### config.mk
export PLATFORM = sky130hd
export DESIGN_NAME = elevator_call_scheduler
export DESIGN_NICKNAME = d
export VERILOG_FILES = /design/src/rtl/elevator_call_scheduler.sv
export SDC_FILE = /design/constraint.sdc
export NUM_CORES = 1
export LEC_CHECK = 0
export BUFFER_PORTS_ARGS = -buffer_cell sky130_fd_sc_hd__buf_2
export CAP_MARGIN = 20
export CELL_PAD_IN_SITES_DETAIL_PLACEMENT = 0
export CELL_PAD_IN_SITES_GLOBAL_PLACEMENT = 1
export CORE_ASPECT_RATIO = 0.7
export CORE_MARGIN = 2
export CORE_UTILIZATION = 48
export DETAILED_ROUTE_END_ITERATION = 16
export GPL_ROUTABILITY_DRIVEN = 1
export PLACE_DENSITY = 0.89
export SLEW_MARGIN = 20
export SYNTH_ARGS = -nofsm -noshare
export SYNTH_HDL_FRONTEND = slang
export SYNTH_SLANG_ARGS = --single-unit
### constraint.sdc
create_clock -name clk -period 4.3 [get_ports clk]
set_clock_uncertainty 0.05 [all_clocks]
set_input_delay 0.43 -clock clk [delete_from_list [all_inputs] [get_ports clk]]
set_output_delay 0.43 -clock clk [all_outputs]
set_load 0.1 [all_outputs]
### src/rtl/elevator_call_scheduler.sv
// Elevator car sequencer: call bitmap, SCAN direction choice, travel/door timing.
// Optional EMERGENCY_STOP_EN adds an estop input and a HALT state that freezes MOVE/DOOR.
//  state  | meaning
//  IDLE   | car parked, door closed, waiting for a pending call
//  MOVE   | motor on in down_up_flag direction, timer counts one floor of travel
//  DOOR   | car stopped with door open, timer counts dwell
//  HALT   | (estop build) motors off, timer frozen, resumes the interrupted state
module elevator_call_scheduler #(
  parameter int NUM_FLOORS    = 4,
  parameter int TRAVEL_CYCLES = 8,
  parameter int DOOR_CYCLES   = 16
) (
  input  logic                  clk,
  input  logic                  rst_n,
  input  logic                  call_valid,
  input  logic [2:0]            call_floor,
`ifdef EMERGENCY_STOP_EN
  input  logic                  estop,
`endif
  output logic                  call_ack,
  output logic [2:0]            actual_floor,
  output logic                  down_up_flag,
  output logic                  motor_up,
  output logic                  motor_down,
  output logic                  door_open,
  output logic [NUM_FLOORS-1:0] pending,
  output logic                  busy
);

  localparam int MAX_CYC = (TRAVEL_CYCLES > DOOR_CYCLES) ? TRAVEL_CYCLES : DOOR_CYCLES;
  localparam int TW      = $clog2(MAX_CYC + 1);
  localparam logic [TW-1:0] T_TRAVEL = TW'(TRAVEL_CYCLES);
  localparam logic [TW-1:0] T_DOOR   = TW'(DOOR_CYCLES);
  localparam logic [TW-1:0] T_ONE    = TW'(1);
  localparam logic [2:0]    TOP      = 3'(NUM_FLOORS - 1);

  typedef enum logic [1:0] {
    S_IDLE = 2'd0,
    S_MOVE = 2'd1,
`ifdef EMERGENCY_STOP_EN
    S_HALT = 2'd3,
`endif
    S_DOOR = 2'd2
  } state_t;

  state_t                  state_q, state_d;
  logic [2:0]              floor_q, floor_d;
  logic                    dir_q, dir_d;
  logic [NUM_FLOORS-1:0]   pending_q, pending_d;
  logic [TW-1:0]           timer_q, timer_d;
  logic                    ack_q, ack_d;
`ifdef EMERGENCY_STOP_EN
  state_t                  ret_q, ret_d;
`endif

  function automatic logic calls_above(input logic [NUM_FLOORS-1:0] p, input logic [2:0] f);
    logic r;
    r = 1'b0;
    for (int i = 0; i < NUM_FLOORS; i++)
      if (i > int'(f) && p[i]) r = 1'b1;
    return r;
  endfunction

  function automatic logic calls_below(input logic [NUM_FLOORS-1:0] p, input logic [2:0] f);
    logic r;
    r = 1'b0;
    for (int i = 0; i < NUM_FLOORS; i++)
      if (i < int'(f) && p[i]) r = 1'b1;
    return r;
  endfunction

  function automatic logic [NUM_FLOORS-1:0] onehot(input logic [2:0] f);
    logic [NUM_FLOORS-1:0] v;
    for (int i = 0; i < NUM_FLOORS; i++) v[i] = (3'(i) == f);
    return v;
  endfunction

  logic                  call_ok, call_here, door_like;
  logic                  ahead_cur, behind_cur, ahead_nxt, arrive_hit;
  logic [2:0]            floor_nxt;
  logic [NUM_FLOORS-1:0] call_vec, here_vec, nxt_vec, pend_w;

  always_comb begin
    call_ok   = call_valid && (int'(call_floor) < NUM_FLOORS);
    call_here = call_ok && (call_floor == floor_q);
    call_vec  = call_ok ? onehot(call_floor) : '0;
    here_vec  = onehot(floor_q);
    pend_w    = pending_q | call_vec;
    if (dir_q) floor_nxt = (floor_q < TOP) ? floor_q + 3'd1 : floor_q;
    else       floor_nxt = (floor_q != 3'd0) ? floor_q - 3'd1 : floor_q;
    nxt_vec    = onehot(floor_nxt);
    arrive_hit = |(pend_w & nxt_vec);
    ahead_cur  = dir_q ? calls_above(pending_q, floor_q) : calls_below(pending_q, floor_q);
    behind_cur = dir_q ? calls_below(pending_q, floor_q) : calls_above(pending_q, floor_q);
    ahead_nxt  = dir_q ? calls_above(pend_w, floor_nxt) : calls_below(pend_w, floor_nxt);
    door_like  = (state_q == S_IDLE) || (state_q == S_DOOR);
`ifdef EMERGENCY_STOP_EN
    if (state_q == S_HALT && ret_q == S_DOOR) door_like = 1'b1;
`endif
  end

  always_comb begin
    state_d   = state_q;
    floor_d   = floor_q;
    dir_d     = dir_q;
    timer_d   = timer_q;
    ack_d     = call_ok;
    // A call for the floor the car is standing at with the door available is served, not queued
    pending_d = pending_q | ((call_here && door_like) ? '0 : call_vec);
`ifdef EMERGENCY_STOP_EN
    ret_d     = ret_q;
`endif
    case (state_q)
      S_IDLE: begin
        if (call_here || (|(pending_q & here_vec))) begin
          pending_d = pending_d & ~here_vec;
          state_d   = S_DOOR;
          timer_d   = T_DOOR;
        end else if (|pending_q) begin
          if (!ahead_cur) dir_d = !dir_q;
          state_d = S_MOVE;
          timer_d = T_TRAVEL;
        end
      end
      S_MOVE: begin
`ifdef EMERGENCY_STOP_EN
        if (estop) begin
          state_d = S_HALT;
          ret_d   = S_MOVE;
        end else
`endif
        if (timer_q <= T_ONE) begin
          floor_d = floor_nxt;
          if (arrive_hit) begin
            pending_d = pend_w & ~nxt_vec;
            state_d   = S_DOOR;
            timer_d   = T_DOOR;
          end else if (ahead_nxt) begin
            timer_d = T_TRAVEL;
          end else begin
            state_d = S_IDLE;
            timer_d = '0;
          end
        end else begin
          timer_d = timer_q - T_ONE;
        end
      end
      S_DOOR: begin
`ifdef EMERGENCY_STOP_EN
        if (estop) begin
          state_d = S_HALT;
          ret_d   = S_DOOR;
        end else
`endif
        if (call_here) begin
          timer_d = T_DOOR;
        end else if (timer_q <= T_ONE) begin
          if (ahead_cur) begin
            state_d = S_MOVE;
            timer_d = T_TRAVEL;
          end else if (behind_cur) begin
            dir_d   = !dir_q;
            state_d = S_MOVE;
            timer_d = T_TRAVEL;
          end else begin
            state_d = S_IDLE;
            timer_d = '0;
          end
        end else begin
          timer_d = timer_q - T_ONE;
        end
      end
`ifdef EMERGENCY_STOP_EN
      S_HALT: begin
        if (!estop) state_d = ret_q;
      end
`endif
      default: state_d = S_IDLE;
    endcase
  end

  always_ff @(posedge clk or negedge rst_n) begin
    if (!rst_n) begin
      state_q   <= S_IDLE;
      floor_q   <= 3'd0;
      dir_q     <= 1'b1;
      pending_q <= '0;
      timer_q   <= '0;
      ack_q     <= 1'b0;
`ifdef EMERGENCY_STOP_EN
      ret_q     <= S_IDLE;
`endif
    end else begin
      state_q   <= state_d;
      floor_q   <= floor_d;
      dir_q     <= dir_d;
      pending_q <= pending_d;
      timer_q   <= timer_d;
      ack_q     <= ack_d;
`ifdef EMERGENCY_STOP_EN
      ret_q     <= ret_d;
`endif
    end
  end

  assign call_ack     = ack_q;
  assign actual_floor = floor_q;
  assign down_up_flag = dir_q;
  assign pending      = pending_q;
  assign busy         = (state_q != S_IDLE);
  assign motor_up     = (state_q == S_MOVE) && dir_q;
  assign motor_down   = (state_q == S_MOVE) && !dir_q;
`ifdef EMERGENCY_STOP_EN
  assign door_open    = (state_q == S_DOOR) || (state_q == S_HALT && ret_q == S_DOOR);
`else
  assign door_open    = (state_q == S_DOOR);
`endif

endmodule

# ---- Word level (Yosys, flattened, before mapping)
# Cells that the tools add are included.
dict set report totals {
  ramBits 0
  n_memories 0
  latch_bits 0
  reg_bits 16
  wordCells 147
  rom_bits 0
}
dict set report op_classes {
  muxes 54
  n_eq_ne 22
  n_bitwise 8
  n_div 0
  shifts 0
  reduce_logical 37
  order_cmp 17
  multipliers 0
  addsub 3
}
# op n
set ops {}
lappend ops {{4-bit 2-to-1 mux} 8}
lappend ops {{5-bit 2-to-1 mux} 6}
lappend ops {{1-bit 2-to-1 mux} 26}
lappend ops {{1-bit logical AND} 19}
lappend ops {{2-bit by 3-bit equality test with 1-bit output (first input constant)} 6}
lappend ops {{4-bit bitwise AND} 4}
lappend ops {{5-bit one-hot mux with 3 select lines} 1}
lappend ops {{2-bit 2-to-1 mux} 7}
lappend ops {{2-bit by 3-bit > comparator with 1-bit output (first input constant)} 4}
lappend ops {{1-bit by 3-bit < comparator with 1-bit output (first input constant)} 4}
lappend ops {{2-bit by 3-bit < comparator with 1-bit output (first input constant)} 4}
lappend ops {{4-bit OR reduction} 3}
lappend ops {{2-bit inequality test (second input constant)} 5}
lappend ops {{1-bit by 3-bit equality test with 1-bit output (first input constant)} 3}
lappend ops {{3-bit zero test} 3}
lappend ops {{3-bit 2-to-1 mux} 3}
lappend ops {{4-bit NOT} 2}
lappend ops {{4-bit bitwise OR} 2}
lappend ops {{4-bit one-hot mux with 2 select lines} 1}
lappend ops {{8-bit AND reduction} 1}
lappend ops {{1-bit by 3-bit > comparator with 1-bit output (first input constant)} 2}
lappend ops {{2-bit by 1-bit inequality test with 1-bit output (second input constant)} 3}
lappend ops {{2-bit one-hot mux with 3 select lines} 1}
lappend ops {{3-bit nonzero test} 2}
lappend ops {{other kinds (18)} 21}

# ---- Longest topological paths before layout
dict set report logic_depth {
  ltp_word 14
  mapped_depth 10
}

# ---- Least setup slack after synthesis
# No wires, ideal clock.
dict set report synth_path {
  path_kind {register to register}
  start {register floor_q[0] (netlist: actual_floor[0])}
  end {register pending_q[3] (netlist: pending[3])}
  slack_ns 0.918
  path_buffers 1
  setup_time_ns 0.120
  arrival_ns 3.212
  stages_incl_launch_ff 11
  path_cell_list {dfrtp_1 > buf_4 > inv_1 > ha_1 > nor3b_2 > o32ai_4 > o311ai_4 > or4b_4 > o211ai_2 > a21oi_1 > a41o_1}
}
dict set report synth_via {
  elab_chain_cells 9
}
# element line
set synth_lines {}
lappend synth_lines {{start, declared} 47} ;# logic [2:0] floor_q, floor_d;
lappend synth_lines {{start signal, assigned} 195} ;# floor_q <= floor_d;
lappend synth_lines {{3-bit by 1-bit subtractor with 3-bit output, or another cell as far along} 90} ;# else floor_nxt = (floor_q != 3'd0) ? floor_q - 3'd1 : floor_q;
lappend synth_lines {{3-bit 2-to-1 mux (on tied branches)} {90, 89}}
lappend synth_lines {{3-bit 2-to-1 mux} 89} ;# if (dir_q) floor_nxt = (floor_q < TOP) ? floor_q + 3'd1 : floor_q;
lappend synth_lines {{1-bit by 3-bit equality test with 1-bit output, or another cell as far along} 74} ;# for (int i = 0; i < NUM_FLOORS; i++) v[i] = (3'(i) == f);
lappend synth_lines {{4-bit bitwise AND or 4-bit NOT (tied branches)} {92, 135}}
lappend synth_lines {{4-bit OR reduction or 4-bit bitwise AND (tied branches)} {92, 135}}
lappend synth_lines {{4-bit 2-to-1 mux} 134} ;# if (arrive_hit) begin
lappend synth_lines {{4-bit 2-to-1 mux} 132} ;# if (timer_q <= T_ONE) begin
lappend synth_lines {{4-bit one-hot mux with 2 select lines *} 113} ;# case (state_q)
lappend synth_lines {{via pending_d[3]} 49} ;# logic [NUM_FLOORS-1:0] pending_q, pending_d;
lappend synth_lines {{end signal, assigned} 197} ;# pending_q <= pending_d;
lappend synth_lines {{end, declared} 49}
# The timed path passes the listed nets; every way through them passes the cells marked *.
# A chain may end at the register's enable or synchronous reset.

# ---- Worst setup path after layout
dict set report layout_path {
  start {register floor_q[0] (netlist: actual_floor[0])}
  end {register timer_q[3]}
}
dict set report layout_via {
  elab_chain_cells 14
}
# element line
set layout_lines {}
lappend layout_lines {{3-bit by 1-bit subtractor with 3-bit output, or another cell as far along} 90}
lappend layout_lines {{3-bit 2-to-1 mux (on tied branches)} {90, 89}}
lappend layout_lines {{3-bit 2-to-1 mux} 89}
lappend layout_lines {{1-bit by 3-bit < comparator with 1-bit output} 68} ;# if (i < int'(f) && p[i]) r = 1'b1;
lappend layout_lines {{1-bit logical AND} 68}
lappend layout_lines {{1-bit 2-to-1 mux (4 in series)} 68}
lappend layout_lines {{1-bit 2-to-1 mux} 95} ;# ahead_nxt = dir_q ? calls_above(pend_w, floor_nxt) : calls_below(pend_w, floor_nxt);
lappend layout_lines {{4-bit 2-to-1 mux} 138} ;# end else if (ahead_nxt) begin
lappend layout_lines {{5-bit 2-to-1 mux} 134}
lappend layout_lines {{5-bit 2-to-1 mux} 132}
lappend layout_lines {{5-bit one-hot mux with 3 select lines} 113}
lappend layout_lines {{end signal, assigned} 198} ;# timer_q <= timer_d;
lappend layout_lines {{end, declared} 50} ;# logic [TW-1:0] timer_q, timer_d;
# Parallel ways exist; a longest one is shown, timed or not.

==> flow_summary.yaml <==
global_routing:
  grt_overflow: 0
  antenna_found_initial: 0
  grt_pass1_wl_um: 7550
  grtUsageTotal: 0.222
  grt_pass1_vias: 1452
  grt_max_degree: 21
floorplan:
  rows: 18
  fp.dieW_um: 77.2
  start_util: 0.506
  ios: 19
  die_h_um: 55.3
  core-area_sq_um: 3560
  dieArea_sq_um: 4270
cells_and_area:
  drive_above_1_share: 0.162
  syn2layout_area_growth_pct: 7.85
  instances_no_fill: 285
  final_common_cell: "nand2_1"
  nets: 254
  final_cell_area_sq_um: 1940
  num_antenna_cells: 0
  layout_common_cells: "nand2_1 (26), o21ai_0 (20), buf_2 (18), inv_1 (16), dfrtp_1 (15)"
  fillers: 342
worst_setup_path:
  endpoint_kind: "register"
  worstPathMaxFanout: 14
  critical_path.cell_chain: "inv_1 -> ha_1 -> or2b_1 -> a21oi_1 -> o31ai_1 -> a21oi_1 -> o311ai_1 -> or2_1 -> a41oi_1"
  start_kind: "register"
  arrival_ns: 3.22
  critPathKind: "register to register"
  cp_common_cell: "a21oi_1"
  required_ns: 4.36
  cpPeakStageDelay_ns: 0.63
  cpMaxStageDelayCell: "o31ai_1"
cts:
  root_buffer: "clkbuf_8"
  tritoncts: "done"
  post_cts_buffers: 0
  worstSkewPairLatency_ns: 0.25
  cts_sinks: 16
  clk_pin_slew_worst_paths_ns: 0.06
  ctsResizeCount: 0
  cts_buffer_depth: 2
  cts_hold_buf: 0
  cts_made_buffers: 3
  h-tree-depth: 1
yosys:
  syn_inst: 219
  syn_nets: 237
  yosysUniqueCellTypes: 64
  ys_seq_area_frac: 0.223
  synth.ff_latch_count: 16
  yosys_warnings: 0
  synthesis.area_sq_um: 1800
  synth_area_per_cell_sq_um: 8.23
  synth_flop_cell: "dfrtp_1"
  synth-edff-count: 0
  synthArstFlopShare: 1.00
routing:
  wire_per_inst_um: 16.6
  vias: 1728
  viasPerCell: 6.06
  post-route-drc-count: 0
  routed_wl_um: 4730
  first_pass_iters: 4
  antenna_left: 0
  drtIter0Drc: 182
timing:
  timing.fmax_ghz: 0.317
  period_needed_ns: 3.15
  tightestPinTransition_ns: 0.735
  hold_viol_final: 0
  setup_tns_ns: 0
  setup_viol: 0
  fin_ws_ns: 1.15
  fin_crit_sh: 0.733
  rsz0062_at_grt: "no"
  drv_slew: 0
  slew_headroom: 0.510
place:
  place_hpwl_um: 3780
  preCtsSetupSlack_ns: 1.18
  gp_routability_congestion: 0.898
  place_area_sq_um: 1900
  place_inst: 281
  portBuffers: 18
worst_hold_path:
  hold_path_class: "input port to asynchronous set/reset pin"
flow_run:
  maxCapViolations: 0
status:
  outcome: "finished, final reports clean"
## path summary, 6_finish.rpt
| path | startpoint | endpoint | slack [ns] | cells after the start |
|---|---|---|---|---|
| hold reg to reg | timer_q[1]$_DFFE_PN0P_ | timer_q[1]$_DFFE_PN0P_ | 0.50 | 2 |
| min in group clk | timer_q[1]$_DFFE_PN0P_ | timer_q[1]$_DFFE_PN0P_ | 0.50 | 2 |
| max in group asynchronous | rst_n | down_up_flag$_DFFE_PN1P_ | 3.85 | 1 |
| setup / recovery | actual_floor[0]$_DFFE_PN0P_ | timer_q[3]$_DFFE_PN0P_ | 1.15 | 9 |
| hold / removal | rst_n | timer_q[0]$_DFFE_PN0P_ | 0.04 | 1 |
| setup reg to reg | actual_floor[0]$_DFFE_PN0P_ | timer_q[3]$_DFFE_PN0P_ | 1.15 | 9 |
## critical path: cells and delay by family, from the launching register on
kind	cells	cell delay, ns
buf+inv	1	0.22
simple gates	2	0.39
flops	1	0.62
compound gates	5	1.38
fa+ha+maj	1	0.35
## state kept, by name, indices dropped and copies added (netlist names)
name	count
timer_q	5
pending	4
actual_floor	3
state_q	2
call_ack	1
down_up_flag	1
## metrics by stage
stage / utilization / hold WS (ns)
final: 0.546 / 0.0429
after global routing: 0.546 / 0.0744
after CTS: 0.546 / 0.0529
after detailed placement: 0.533 / 0.323
after global placement: 0.533 / 0.327
after floorplan: - / 0.0844
## routing by layer
metal	global-route usage	part of all wire	wire length (um)	vias to the layer above
met5	0	0	0	-
met4	0.0153	0.0036	17	0
met3	0.0392	0.080	378	2
met2	0.289	0.40	1890	64
met1	0.383	0.52	2450	812
li1	-	-	-	850
## kinds of logic after synthesis
kind of cell / synth area share
flip-flops: 0.223
XOR/XNOR: 0.0333
buffers and inverters: 0.0646
AO/OA/AOI/OAI: 0.377
adder cells (fa/ha/maj): 0.0833
AND/OR/NAND/NOR: 0.219
## final cells by class
class / instances / area [sq um] / area share
multi-input combinational: 181 / 1280 / 0.661
sequential: 16 / 402 / 0.207
timing repair buffer: 18 / 90.1 / 0.0464
tap: 50 / 62.6 / 0.0322
inverter: 16 / 60.1 / 0.0309
clock buffer: 4 / 45.0 / 0.0232
## synth_stat cells (3+ instances only)
master	number	area, sq um
o21ai_1	3	15.0
nand2b_1	5	31.3
and2_1	3	18.8
a32o_1	3	30.0
o21ai_0	20	100
o211ai_1	5	37.5
dfrtp_1	15	375
nor3_1	7	35.0
inv_1	16	60.1
ha_1	12	150
buf_4	3	22.5
nor2_1	13	48.8
a21o_1	3	22.5
o2bb2ai_1	3	26.3
buf_6	3	33.8
nor2b_1	5	31.3
a31oi_1	6	37.5
nand2_1	26	97.6
o31ai_1	3	22.5
a21oi_1	12	60.1
xnor2_1	3	26.3
Power is left out: the tool's default activity adds up to more than one toggle a clock period on the data nets, which glitch-free logic cannot reach.
